`config.mk`:
```
export PLATFORM = sky130hd
export DESIGN_NAME = instr_fetch_queue
export DESIGN_NICKNAME = d
export VERILOG_FILES = /design/src/rtl/instr_fetch_queue.sv
export SDC_FILE = /design/constraint.sdc
export NUM_CORES = 1
export LEC_CHECK = 0
export CAP_MARGIN = 0
export CORE_MARGIN = 5
export CORE_UTILIZATION = 48
export DETAILED_ROUTE_END_ITERATION = 8
export HOLD_SLACK_MARGIN = 0.03
export PLACE_DENSITY_LB_ADDON = 0.25
export SLEW_MARGIN = 0
export SYNTH_ARGS = -nofsm -noshare
export SYNTH_HDL_FRONTEND = slang
export SYNTH_SLANG_ARGS = --single-unit
```
`constraint.sdc`:
```
create_clock -name clk_i -period 6.3 [get_ports clk_i]
set_input_delay 1.26 -clock clk_i [delete_from_list [all_inputs] [get_ports clk_i]]
set_output_delay 1.26 -clock clk_i [all_outputs]
set_load 0.05 [all_outputs]
```
`src/rtl/instr_fetch_queue.sv`:
```
// In-order instruction fetch queue: issues imem reads for fetch PCs and buffers {pc, instr}
// pairs for decode; flushes on redirect. Optional IFQ_ALIGN_CHECK_EN adds misaligned-PC tagging.
module instr_fetch_queue #(
  parameter int DEPTH = 4
) (
  input  logic        clk_i,
  input  logic        rst_i,
  input  logic [31:0] pc_i,
  input  logic        pc_valid_i,
  output logic        pc_ready_o,
  output logic        imem_req_o,
  output logic [31:0] imem_addr_o,
  input  logic        imem_gnt_i,
  input  logic        imem_rvalid_i,
  input  logic [31:0] imem_rdata_i,
  input  logic        flush_i,
  output logic        instr_valid_o,
  input  logic        instr_ready_i,
  output logic [31:0] instr_o,
  output logic [31:0] instr_pc_o
`ifdef IFQ_ALIGN_CHECK_EN
  ,
  output logic        instr_misalign_o
`endif
);

  localparam int AW = $clog2(DEPTH);
  localparam int CW = AW + 1;

  logic [AW-1:0]    rd_q, rd_d, wr_q, wr_d;
  logic [CW-1:0]    count_q, count_d, discard_q, discard_d;
  logic [DEPTH-1:0] filled_q, filled_d, pending_q, pending_d;
  logic [31:0]      slot_pc_q [DEPTH];
  logic [31:0]      slot_pc_d [DEPTH];
  logic [31:0]      slot_instr_q [DEPTH];
  logic [31:0]      slot_instr_d [DEPTH];
`ifdef IFQ_ALIGN_CHECK_EN
  logic [DEPTH-1:0] slot_mis_q, slot_mis_d;
`endif

  logic          misal, accept, issue, pop, fill_hit;
  logic [AW-1:0] fill_idx, scan_idx;
  logic [CW:0]   outstanding;

  assign imem_addr_o = pc_i;

  // Discarded responses still occupy memory-side capacity, so they count against space.
  always_comb begin
`ifdef IFQ_ALIGN_CHECK_EN
    misal = (pc_i[1:0] != 2'b00);
`else
    misal = 1'b0;
`endif
    accept        = pc_valid_i & ~rst_i & ~flush_i &
                    (({1'b0, count_q} + {1'b0, discard_q}) < (CW+1)'(DEPTH));
    imem_req_o    = accept & ~misal;
    pc_ready_o    = (imem_req_o & imem_gnt_i) | (accept & misal);
    issue         = pc_ready_o;
    instr_valid_o = (count_q != '0) & filled_q[rd_q];
    pop           = instr_valid_o & instr_ready_i & ~flush_i;
    instr_o       = instr_valid_o ? slot_instr_q[rd_q] : 32'h0;
    instr_pc_o    = instr_valid_o ? slot_pc_q[rd_q] : 32'h0;
`ifdef IFQ_ALIGN_CHECK_EN
    instr_misalign_o = instr_valid_o & slot_mis_q[rd_q];
`endif
  end

  // Oldest pending slot (scanning from the head) receives the next non-discarded response.
  always_comb begin
    fill_hit    = 1'b0;
    fill_idx    = rd_q;
    scan_idx    = rd_q;
    outstanding = {1'b0, discard_q};
    for (int k = 0; k < DEPTH; k++) begin
      scan_idx    = rd_q + AW'(k);
      outstanding = outstanding + (CW+1)'(pending_q[k]);
      if (!fill_hit && pending_q[scan_idx]) begin
        fill_hit = 1'b1;
        fill_idx = scan_idx;
      end
    end
  end

  always_comb begin
    rd_d         = rd_q;
    wr_d         = wr_q;
    count_d      = count_q;
    discard_d    = discard_q;
    filled_d     = filled_q;
    pending_d    = pending_q;
    slot_pc_d    = slot_pc_q;
    slot_instr_d = slot_instr_q;
`ifdef IFQ_ALIGN_CHECK_EN
    slot_mis_d   = slot_mis_q;
`endif
    if (flush_i) begin
      rd_d      = '0;
      wr_d      = '0;
      count_d   = '0;
      filled_d  = '0;
      pending_d = '0;
      discard_d = CW'(outstanding - (CW+1)'(imem_rvalid_i && (outstanding != '0)));
    end else begin
      if (imem_rvalid_i) begin
        if (discard_q != '0) begin
          discard_d = discard_q - 1'b1;
        end else if (fill_hit) begin
          filled_d[fill_idx]     = 1'b1;
          pending_d[fill_idx]    = 1'b0;
          slot_instr_d[fill_idx] = imem_rdata_i;
        end
      end
      if (issue) begin
        slot_pc_d[wr_q] = pc_i;
        filled_d[wr_q]  = misal;
        pending_d[wr_q] = ~misal;
        wr_d            = wr_q + 1'b1;
`ifdef IFQ_ALIGN_CHECK_EN
        slot_mis_d[wr_q] = misal;
        if (misal) slot_instr_d[wr_q] = 32'h0;
`endif
      end
      if (pop) begin
        filled_d[rd_q] = 1'b0;
        rd_d           = rd_q + 1'b1;
      end
      count_d = count_q + CW'(issue) - CW'(pop);
    end
  end

  always_ff @(posedge clk_i or posedge rst_i) begin
    if (rst_i) begin
      rd_q      <= '0;
      wr_q      <= '0;
      count_q   <= '0;
      discard_q <= '0;
      filled_q  <= '0;
      pending_q <= '0;
    end else begin
      rd_q      <= rd_d;
      wr_q      <= wr_d;
      count_q   <= count_d;
      discard_q <= discard_d;
      filled_q  <= filled_d;
      pending_q <= pending_d;
    end
  end

  // Slot payload needs no reset: it is only visible through filled/valid qualification.
  always_ff @(posedge clk_i) begin
    slot_pc_q    <= slot_pc_d;
    slot_instr_q <= slot_instr_d;
`ifdef IFQ_ALIGN_CHECK_EN
    slot_mis_q   <= slot_mis_d;
`endif
  end

  always_ff @(posedge clk_i) begin
    if (!rst_i && imem_rvalid_i) assert (outstanding != '0);
  end

endmodule

```
==> flow_summary.yaml <==
yosys:
  yosys_warnings: 0
  synthTopCellsByArea: "edfxtp_1 67%, mux4_2 13%, dfrtp_1 3.9%, nor2b_1 3.5%, buf_4 2.1%"
  synth_area_per_cell_sq_um: 18.75
  synth_edf_count: 256
  netlist.area_leader.share_pct: 66.65
  synth_area_sq_um: 11530
  synth-simple-area-share_pct: 5.554
  synth_top_family_by_area: "multiplexers"
  synth_flop_cell: "edfxtp_1"
  async_flop_share_pct: 6.569
  synthMuxAreaShare_pct: 14.07
  yosysSeqAreaShare_pct: 70.56
  synthAdderAreaFrac_pct: 2.539
  synthXorXnorAreaFrac_pct: 0.5316
  yosysTopAreaCell: "edfxtp_1"
  synth_cell_types: 52
  syn_inst: 615
  yosys_register_bits: 274
  syn_nets: 707
  synth-compound-area-share_pct: 2.484
min_path:
  hold_path_class: "reg2reg"
floorplanning:
  dieHeight_um: 165.0
  rows: 56
  die_area_sq_um: 27230
  pin_count: 170
  fp.dieW_um: 165.0
  core_sq_um: 23540
  start_util_pct: 48.99
place:
  portBuffers: 169
  postPlaceCellArea_sq_um: 13340
  hpwl_mm: 14.04
  gp_congestion: 0.7788
  dp_cells: 1048
timing:
  finalCritPeriodShare_pct: 81.34
  finalCriticalPeriod_ns: 5.124
  hold_viol: 0
  worst_pin_slew_ns: 1.063
  setup_viol: 0
  rsz0062_at_grt: "no"
  tns_ns: 0
  skew_ns: 0.008149
  slew_viol_final: 0
  timing.fmax_mhz: 195.1
  max_slew_margin_pct: 29.15
  hold-worst-slack_ns: 0.5032
detailed_routing:
  drt_wl_total_mm: 22.68
  initialDrtViolationCount: 353
  vias: 5892
  wl_per_cell_um: 20.62
  drt_pass1_iterations: 5
  ant_nets: 0
  drc: 0
  detail_route.vias_per_cell: 5.356
setup_path:
  criticalPathCategory: "reg2out"
  arrival_ns: 3.86
  worstPathMaxFanout: 49
  start_kind: "register"
  crit_path_end_kind: "primary output"
  crit_required_ns: 5.04
cells_and_area:
  drive_above_1_share_pct: 18.05
  multiInputGateArea_sq_um: 2943
  n_fill_cell: 1727
  nets: 851
  fin_area_sq_um: 14250
  stdcell_count: 1100
  final_cell_mix: "256 x edfxtp_1, 169 x clkdlybuf4s50_1, 65 x mux4_2, 65 x nor2b_1, 29 x clkbuf_16"
  syn_to_final_growth_pct: 23.57
  final_common_cell: "edfxtp_1"
  antennaDiodeCount: 0
  seq_area_sq_um: 8145
clock_tree:
  ctsRootBufferMaster: "clkbuf_16"
  numCtsBuffers: 28
  cts.path.max_buffers: 3
  clkSinkCount: 274
  cts-resized-gates: 0
  clkTransAtPathRegs_ns: 0.06
  post_cts_buffers: 0
  postCtsHoldBufs: 0
  cts_tree: "done"
  clock_latency_ns: 0.53
  htreeDepth: 1
pwr:
  pwr-share-comb_pct: 6.2
  power_mw: 3.870
  power_density_nw_per_um2: 271.5
  p_int_mw: 3.040
  swShare_pct: 21.46
  p_sw_mw: 0.8306
  vdd_drop_max_uv: 279.0
  p_clk_share_pct: 41.3
  p_leak_nw: 4.552
  seqPwrFrac_pct: 52.4
job:
  maxCapViolations: 0
global_routing:
  grt_pass1_wl_mm: 35.27
  antenna_found_initial: 0
  grt_overflow: 0
  grt_usage_pct: 16.79
  grt_max_degree: 75
  first_global_vias: 6431
outcome:
  status: "finished clean"
state kept, by name, summed over array words and instances, names as in the netlist:
register	cells
slot_pc_q	128
discard_q	3
filled_q	4
wr_q	2
count_q	3
pending_q	4
slot_instr_q	128
rd_q	2
critical path, stage by stage, from the launching register on:
cell             delay (ns)
dfrtp_4                0.84
mux4_1                 0.70
o31ai_4                0.23
buf_4                  0.63
nor2b_1                0.15
clkdlybuf4s50_1        0.74
path summary, 6_finish.rpt:
kind / from / to / slack (ns) / depth (start not counted)
worst max-delay path: rd_q[0] / instr_o[10] / 1.18 / 5
worst min-delay path: filled_q[1] / filled_q[1] / 0.50 / 1
worst max register to register: rd_q[0] / slot_instr_q[123] / 1.48 / 9
worst min register to register: filled_q[1] / filled_q[1] / 0.50 / 1
max in group asynchronous: rst_i / rd_q[1] / 4.55 / 2
min in group asynchronous: rst_i / count_q[1] / 1.20 / 2
through the flow:
stage               setup WS [ns]  util (%)
finish                      1.176     60.54
detailed placement          1.392     56.68
global placement            1.529     56.68
global route               0.9152     60.54
floorplan                  0.8724         -
CTS                         1.069     60.54
Yosys cell counts, drive strengths merged (2+ instances only):
| master | count |
|---|---|
| edfxtp | 256 |
| mux4 | 67 |
| nor2b | 65 |
| buf | 51 |
| inv | 24 |
| nor2 | 20 |
| dfrtp | 18 |
| ha | 17 |
| clkbuf | 14 |
| a21oi | 8 |
| o21ai | 8 |
| a211oi | 7 |
| xnor2 | 6 |
| mux2 | 5 |
| mux2i | 5 |
| fa | 4 |
| nand2 | 4 |
| nor3b | 4 |
| nand3 | 3 |
| nor3 | 3 |
| a21o | 2 |
| and2 | 2 |
| nor4b | 2 |
| o21a | 2 |
cell type report:
| class | instances | share of cell area (%) |
|---|---|---|
| sequential | 274 | 57.15 |
| clock inverter | 23 | 1.282 |
| timing repair buffer | 179 | 12.40 |
| clock buffer | 29 | 5.092 |
| tap | 319 | 2.800 |
| inverter | 24 | 0.6321 |
| multi-input combinational | 252 | 20.65 |
per-layer routing:
layer | global-route usage [%] | vias to the layer above | share of wire, %
li1 | - | 2651 | -
met1 | 22.06 | 3022 | 41
met2 | 28.80 | 189 | 50
met3 | 3.768 | 30 | 6.9
met4 | 3.856 | 0 | 1.7
met5 | 0 | - | 0
cell families after synthesis:
group / after synthesis
DFF: 274
and+or+nand+nor: 109
buffers and inverters: 89
muxes: 77
AOI/OAI and AO/OA: 38
adders and majority gates: 21
xor gates and xnor gates: 7
power by group through the flow:
| stage | combinational, mW | clock, mW | sequential, mW |
|---|---|---|---|
| after floorplan | 0.145 | 0 | 2.06 |
| after global placement | 0.227 | 0 | 2.07 |
| after detailed placement | 0.243 | 0 | 2.07 |
| after CTS | 0.245 | 1.64 | 2.03 |
| after global routing | 0.262 | 1.72 | 2.03 |
| final | 0.242 | 1.60 | 2.03 |
(Power assumes the default switching activity.)
